==> config.mk <==
export PLATFORM = sky130hd
export DESIGN_NAME = aes_output_buffer_flat
export DESIGN_NICKNAME = d
export VERILOG_FILES = /design/src/rtl/aes_output_buffer_pkg.sv /design/src/rtl/aes_output_buffer_if.sv /design/src/rtl/aes_block_fifo.sv /design/src/rtl/aes_output_buffer.sv /design/src/flat_wrapper.sv
export SDC_FILE = /design/constraint.sdc
export NUM_CORES = 1
export LEC_CHECK = 0
export BUFFER_PORTS_ARGS = -buffer_cell sky130_fd_sc_hd__buf_2
export CAP_MARGIN = 10
export CORE_ASPECT_RATIO = 1.1
export CORE_UTILIZATION = 55
export CTS_BUF_LIST = sky130_fd_sc_hd__clkbuf_2
export DETAILED_ROUTE_END_ITERATION = 12
export GPL_TIMING_DRIVEN = 0
export PLACE_DENSITY_LB_ADDON = 0.05
export RECOVER_POWER = 50
export SYNTH_ARGS = -nofsm -noshare
export SYNTH_HDL_FRONTEND = slang
export SYNTH_SLANG_ARGS = --single-unit
==> constraint.sdc <==
create_clock -name clk -period 5.25 [get_ports clk]
set_clock_uncertainty 0.15 [all_clocks]
set_input_delay 0.2625 -clock clk [delete_from_list [all_inputs] [get_ports clk]]
set_output_delay 0.2625 -clock clk [all_outputs]
set_load 0.005 [all_outputs]
==> src/rtl/aes_output_buffer_pkg.sv <==
// Shared types and constants for the AES ciphertext output buffer.
package aes_output_buffer_pkg;

   localparam int unsigned AES_BLOCK_W = 128;

   typedef logic [AES_BLOCK_W-1:0] text_t;

   typedef enum logic {
      ST_IDLE,
      ST_STREAM
   } buf_state_e;

   function automatic int unsigned words_per_block(input int unsigned word_w);
      return AES_BLOCK_W / word_w;
   endfunction

endpackage

==> src/rtl/aes_output_buffer_if.sv <==
// Word-stream handshake carrying ciphertext out of the buffer.
interface aes_output_buffer_if #(
   parameter int unsigned WORD_W = 32
);
   logic              out_valid;
   logic              out_ready;
   logic [WORD_W-1:0] out_data;
   logic              out_last;

   modport master (output out_valid, output out_data, output out_last, input out_ready);
   modport slave  (input out_valid, input out_data, input out_last, output out_ready);
endinterface

==> src/rtl/aes_block_fifo.sv <==
// DEPTH-entry FIFO of 128-bit ciphertext blocks; full/empty derived from level.
module aes_block_fifo
   import aes_output_buffer_pkg::*;
#(
   parameter int unsigned DEPTH = 4
) (
   input  logic                     clk,
   input  logic                     reset_n,
   input  logic                     push,
   input  logic                     pop,
   input  text_t                    din,
   output text_t                    dout,
   output logic [$clog2(DEPTH):0]   level,
   output logic                     full,
   output logic                     empty
);
   localparam int unsigned PTR_W = $clog2(DEPTH);
   localparam logic [PTR_W:0] FULL_LVL = (PTR_W + 1)'(DEPTH);

   text_t            mem [DEPTH];
   logic [PTR_W-1:0] wr_ptr;
   logic [PTR_W-1:0] rd_ptr;
   logic             do_push;
   logic             do_pop;

   assign full    = (level == FULL_LVL);
   assign empty   = (level == '0);
   assign do_push = push && !full;
   assign do_pop  = pop && !empty;
   assign dout    = mem[rd_ptr];

   always_ff @(posedge clk) begin
      if (do_push) mem[wr_ptr] <= din;
   end

   // Pointers wrap naturally because DEPTH is a power of two.
   always_ff @(posedge clk or negedge reset_n) begin
      if (!reset_n) begin
         wr_ptr <= '0;
         rd_ptr <= '0;
         level  <= '0;
      end else begin
         if (do_push) wr_ptr <= wr_ptr + 1'b1;
         if (do_pop)  rd_ptr <= rd_ptr + 1'b1;
         case ({do_push, do_pop})
            2'b10:   level <= level + 1'b1;
            2'b01:   level <= level - 1'b1;
            default: level <= level;
         endcase
      end
   end

endmodule

==> src/rtl/aes_output_buffer.sv <==
// Buffers finished AES blocks and serialises them MSW-first onto a valid/ready word stream.
module aes_output_buffer
   import aes_output_buffer_pkg::*;
#(
   parameter int unsigned DEPTH  = 4,
   parameter int unsigned WORD_W = 32
) (
   input  logic                     clk,
   input  logic                     reset_n,
   input  logic                     finished_encrypt,
   input  text_t                    final_text,
   aes_output_buffer_if.master      out_if,
   output logic                     buffer_full,
   output logic                     buffer_empty,
   output logic [$clog2(DEPTH):0]   level,
   output logic                     overflow,
   input  logic                     clear_overflow
);
   localparam int unsigned N_WORDS = words_per_block(WORD_W);
   localparam int unsigned IDX_W   = (N_WORDS > 1) ? $clog2(N_WORDS) : 1;
   localparam int unsigned LVL_W   = $clog2(DEPTH) + 1;
   localparam logic [IDX_W-1:0] LAST_IDX = IDX_W'(N_WORDS - 1);

   buf_state_e       state;
   buf_state_e       state_nxt;
   logic [IDX_W-1:0] word_idx;
   logic             push;
   logic             pop;
   logic             xfer;
   logic             last_word;
   logic             out_valid;
   text_t            head;
   text_t            head_shifted;

   assign push      = finished_encrypt && !buffer_full;
   assign out_valid = (state == ST_STREAM);
   assign xfer      = out_valid && out_if.out_ready;
   assign last_word = (word_idx == LAST_IDX);
   assign pop       = xfer && last_word;

   aes_block_fifo #(.DEPTH(DEPTH)) u_fifo (
      .clk     (clk),
      .reset_n (reset_n),
      .push    (push),
      .pop     (pop),
      .din     (final_text),
      .dout    (head),
      .level   (level),
      .full    (buffer_full),
      .empty   (buffer_empty)
   );

   always_ff @(posedge clk or negedge reset_n) begin
      if (!reset_n) begin
         state    <= ST_IDLE;
         word_idx <= '0;
         overflow <= 1'b0;
      end else begin
         state <= state_nxt;
         if (xfer) word_idx <= last_word ? '0 : word_idx + 1'b1;
         // A drop at the same edge as a clear keeps the flag set.
         if (finished_encrypt && buffer_full) overflow <= 1'b1;
         else if (clear_overflow)             overflow <= 1'b0;
      end
   end

   // STREAM tracks level != 0 exactly, so out_valid comes straight from a register.
   always_comb begin
      state_nxt = state;
      case (state)
         ST_IDLE:   if (push) state_nxt = ST_STREAM;
         ST_STREAM: if (pop && !push && (level == LVL_W'(1))) state_nxt = ST_IDLE;
         default:   state_nxt = ST_IDLE;
      endcase
   end

   always_comb begin
      head_shifted     = head << (32'(word_idx) * WORD_W);
      out_if.out_valid = out_valid;
      out_if.out_last  = out_valid && last_word;
      out_if.out_data  = out_valid ? head_shifted[AES_BLOCK_W-1 -: WORD_W] : '0;
   end

endmodule

==> src/flat_wrapper.sv <==
// flat-port wrapper written by rule: the top's interface ports become plain ports
module aes_output_buffer_flat import aes_output_buffer_pkg::*;
#(
   parameter int unsigned DEPTH  = 4,
   parameter int unsigned WORD_W = 32
)
  (clk, reset_n, finished_encrypt, final_text, buffer_full, buffer_empty, level, overflow, clear_overflow, out_if_out_valid, out_if_out_data, out_if_out_last, out_if_out_ready);
  aes_output_buffer_if #(.WORD_W(WORD_W)) out_if_i ();
  input  logic clk;
  input  logic reset_n;
  input  logic finished_encrypt;
  input  text_t final_text;
  output logic buffer_full;
  output logic buffer_empty;
  output logic [$clog2(DEPTH):0] level;
  output logic overflow;
  input  logic clear_overflow;
  output wire logic [$bits(out_if_i.out_valid)-1:0] out_if_out_valid;
  output wire logic [$bits(out_if_i.out_data)-1:0] out_if_out_data;
  output wire logic [$bits(out_if_i.out_last)-1:0] out_if_out_last;
  input wire logic [$bits(out_if_i.out_ready)-1:0] out_if_out_ready;
  assign out_if_out_valid = out_if_i.out_valid;
  assign out_if_out_data = out_if_i.out_data;
  assign out_if_out_last = out_if_i.out_last;
  assign out_if_i.out_ready = out_if_out_ready;
  aes_output_buffer #(.DEPTH(DEPTH), .WORD_W(WORD_W)) u_core (.clk(clk), .reset_n(reset_n), .finished_encrypt(finished_encrypt), .final_text(final_text), .out_if(out_if_i), .buffer_full(buffer_full), .buffer_empty(buffer_empty), .level(level), .overflow(overflow), .clear_overflow(clear_overflow));
endmodule
==> insert_results.sql <==
INSERT INTO impl_metrics (metric_group, metric, value, unit) VALUES
('worst_setup_path', 'endpoint_kind', 'output pin', ''),
('worst_setup_path', 'cp_top_family', 'buffers and inverters', ''),
('sta', 'period_share', '0.752', ''),
('final_layout', 'stdcell_count', '2201', ''),
('flow_run', 'drv_cap', '0', ''),
('grt', 'grt_start_max_net_pins', '58', ''),
('sta', 'finalHoldViolations', '0', ''),
('cts', 'clock-sinks', '523', ''),
('final_layout', 'mostFrequentLayoutCell', 'sky130_fd_sc_hd__edfxtp_1', ''),
('final_layout', 'area_growth', '26.3', '%'),
('floorplanning', 'ioPinCount', '173', ''),
('cts', 'clkSlewWorstSetupHoldPaths', '0.10', 'ns'),
('synthesis', 'synth_area_leaders', 'sky130_fd_sc_hd__edfxtp_1, sky130_fd_sc_hd__mux2i_1, sky130_fd_sc_hd__mux4_2, sky130_fd_sc_hd__a22oi_1, sky130_fd_sc_hd__dfrtp_1', ''),
('synthesis', 'synthesis.nets', '1204', ''),
('sta', 'setup_violations', '0', ''),
('synthesis', 'synth-seq-cells', '523', ''),
('worst_setup_path', 'crit_path_max_incr_delay', '0.70', 'ns'),
('sta', 'maxSlewHeadroom', '0.420', ''),
('floorplanning', 'dieHeight', '204', 'um'),
('synthesis', 'yosys_warning_count', '0', ''),
('status', 'status', 'completed', ''),
('route', 'num_vias', '11900', ''),
('sta', 'timing.setup.tns', '0', 'ns'),
('worst_setup_path', 'critPathMaxFanout', '10', ''),
('worst_setup_path', 'crit_path_top_delay_cell', 'sky130_fd_sc_hd__clkbuf_1', ''),
('final_layout', 'sequential_cell_area', '0.0157', 'mm^2'),
('sta', 'clock.fmax', '0.253', 'GHz'),
('worst_hold_path', 'hold_class', 'in2async', ''),
('route', 'final_antenna_net_count', '0', ''),
('sta', 'drv_slew', '0', ''),
('synthesis', 'number_of_cells_produced_by_synthesis', '1061', ''),
('worst_setup_path', 'timing.critical_path.arrival', '3.54', 'ns'),
('placed_design', 'placedCellCount', '1728', ''),
('cts', 'cts_buffers', '120', ''),
('worst_setup_path', 'path_type_of_the_worst_setup_path', 'reg2out', ''),
('grt', 'grt_pass1_vias', '12500', ''),
('placed_design', 'dp_slack', '2.13', 'ns'),
('synthesis', 'synthesis.area_per_instance', '19.2', 'um^2'),
('worst_setup_path', 'required_time_at_the_endpoint_of_the_critical_path', '4.84', 'ns'),
('power', 'cellLeakagePower', '9.64', 'nW'),
('cts', 'h-tree-depth', '3', ''),
('worst_setup_path', 'crit_chain', 'nor2_1 > clkbuf_1 > a22oi_1 > nand3_1 > o21ai_0 > buf_2', ''),
('floorplanning', 'placeableCoreArea', '0.0364', 'mm^2'),
('worst_setup_path', 'worst_setup_path_start_kind', 'register', ''),
('floorplanning', 'dieArea', '0.0379', 'mm^2'),
('synthesis', 'synth_top_area_frac', '0.754', ''),
('synthesis', 'synth_seq_area_share', '0.767', ''),
('floorplanning', 'die_w', '186', 'um'),
('final_layout', 'fraction_of_layout_instances_using_a_drive_strength_above_1', '0.258', ''),
('route', 'post_drt_wl_per_cell', '21.0', 'um'),
('sta', 'rsz0062_at_grt', 'no', ''),
('grt', 'globalRouteOverflowTotal', '0', ''),
('route', 'wirelength', '46.3', 'mm'),
('route', 'drc', '0', ''),
('cts', 'post_cts.resized_instances', '0', ''),
('floorplanning', 'rows', '73', ''),
('route', 'initialDrtViolationCount', '839', ''),
('final_layout', 'area_of_the_multi_input_gates', '0.00428', 'mm^2'),
('final_layout', 'number_of_fill_cells_in_the_layout', '2541', ''),
('cts', 'tritoncts', 'done', ''),
('sta', 'period_needed', '3.95', 'ns'),
('route', 'post_drt_via_cell_ratio', '5.39', ''),
('placed_design', 'port_buffers', '172', ''),
('sta', 'worst-slew-pin-transition', '0.867', 'ns'),
('cts', 'cts-root-buf', 'sky130_fd_sc_hd__clkbuf_2', ''),
('synthesis', 'synth.lib_cells_used.distinct', '32', ''),
('power', 'cellPowerDensity', '494', 'mW/mm^2'),
('route', 'drt_pre_antenna_iters', '5', ''),
('floorplanning', 'starting_density', '0.561', ''),
('placed_design', 'post-dp-hpwl', '27.5', 'mm'),
('grt', 'grt_pass1_wl', '70.1', 'mm');
## routing by layer
layer | track usage | up-vias | share of wire
met3 | 0.0494 | 75 | 0.062
li1 | - | 5495 | -
met1 | 0.315 | 5898 | 0.40
met2 | 0.439 | 393 | 0.52
met4 | 0.102 | 0 | 0.022
met5 | 0 | - | 0
## cell families (layout without fill, tap and decap cells)
family                     Yosys count  after routing  share of synthesized area
AOI/OAI and AO/OA                  128            128                     0.0441
xor gates and xnor gates             6              6                    0.00258
adders and majority gates           10             10                    0.00614
buffers and inverters               66            716                     0.0231
DFF                                523            523                      0.767
muxes                              222            222                      0.131
other                                0              3                          0
and+or+nand+nor                    106            106                     0.0255
## worst min-delay path: stages
cell,delay (ns)
sky130_fd_sc_hd__dlygate4sd3_1,0.52
sky130_fd_sc_hd__clkbuf_1,0.11
sky130_fd_sc_hd__dlygate4sd3_1,0.92
## worst paths after layout
check                      depth (start not counted)  slack (ns)                        to                   start
max                                                6        1.30        out_if_out_data[0]      u_core.word_idx[0]
min                                                3        0.19   u_core.u_fifo.rd_ptr[0]                 reset_n
max reg2reg                                        8        2.11  u_core.u_fifo.mem[2][49]  u_core.u_fifo.level[0]
min reg2reg                                        2        0.40    u_core.u_fifo.level[1]  u_core.u_fifo.level[1]
max in group asynchronous                          3        4.36    u_core.u_fifo.level[1]                 reset_n
min in group clk                                   5        0.31   u_core.u_fifo.wr_ptr[0]        finished_encrypt
## power by group
group,switching (W),internal [W]
registers,0.000183,0.00546
logic,0.00276,0.00193
clock network,0.00148,0.000910
total,0.00442,0.00830
## flip-flops by register name (all words and copies together) (netlist names)
name / count
u_core.out_if.out_valid: 1
u_core.overflow: 1
u_core.u_fifo.level: 3
u_core.u_fifo.mem: 512
u_core.u_fifo.rd_ptr: 2
u_core.u_fifo.wr_ptr: 2
u_core.word_idx: 2
## area by class of cell
type / count / area share
sequential: 523 / 0.608
buffer: 59 / 0.0172
antenna: 3 / 0.000292
multi-input combinational: 472 / 0.166
tap: 487 / 0.0237
timing repair buffer: 444 / 0.145
clock buffer: 182 / 0.0354
inverter: 7 / 0.00102
clock inverter: 24 / 0.00379
## repair_timing
item,4_1_cts,5_1_grt
hold buffers,264,0
hold endpoints to repair,534,0
setup buffers,0,0
## cells in the mapped netlist, drive strengths merged
| master | instances |
|---|---|
| a22o | 1 |
| a21o | 1 |
| nand3 | 32 |
| a221oi | 18 |
| nor2 | 2 |
| clkbuf | 25 |
| nand2 | 39 |
| and2 | 7 |
| mux2 | 1 |
| nor3 | 1 |
| mux4 | 36 |
| nand4 | 1 |
| edfxtp | 512 |
| xnor2 | 5 |
| nand2b | 18 |
| o21ai | 34 |
| a22oi | 74 |
| nor3b | 1 |
| buf | 34 |
| nor2b | 5 |
| xor2 | 1 |
| dfrtp | 11 |
| ha | 10 |
| mux2i | 185 |
| inv | 7 |
## stage by stage
stage	total power (W)	cell area [um^2]	hold slack, ns
floorplan	0.00867	20400	-0.183
finish	0.0127	25700	0.190
detailed placement	0.0103	22100	0.00749
CTS	0.0129	25700	0.0777
global route	0.0134	25700	0.167
global placement	0.0104	21900	0.00684
Note: power is estimated with default switching activity, not from simulation.
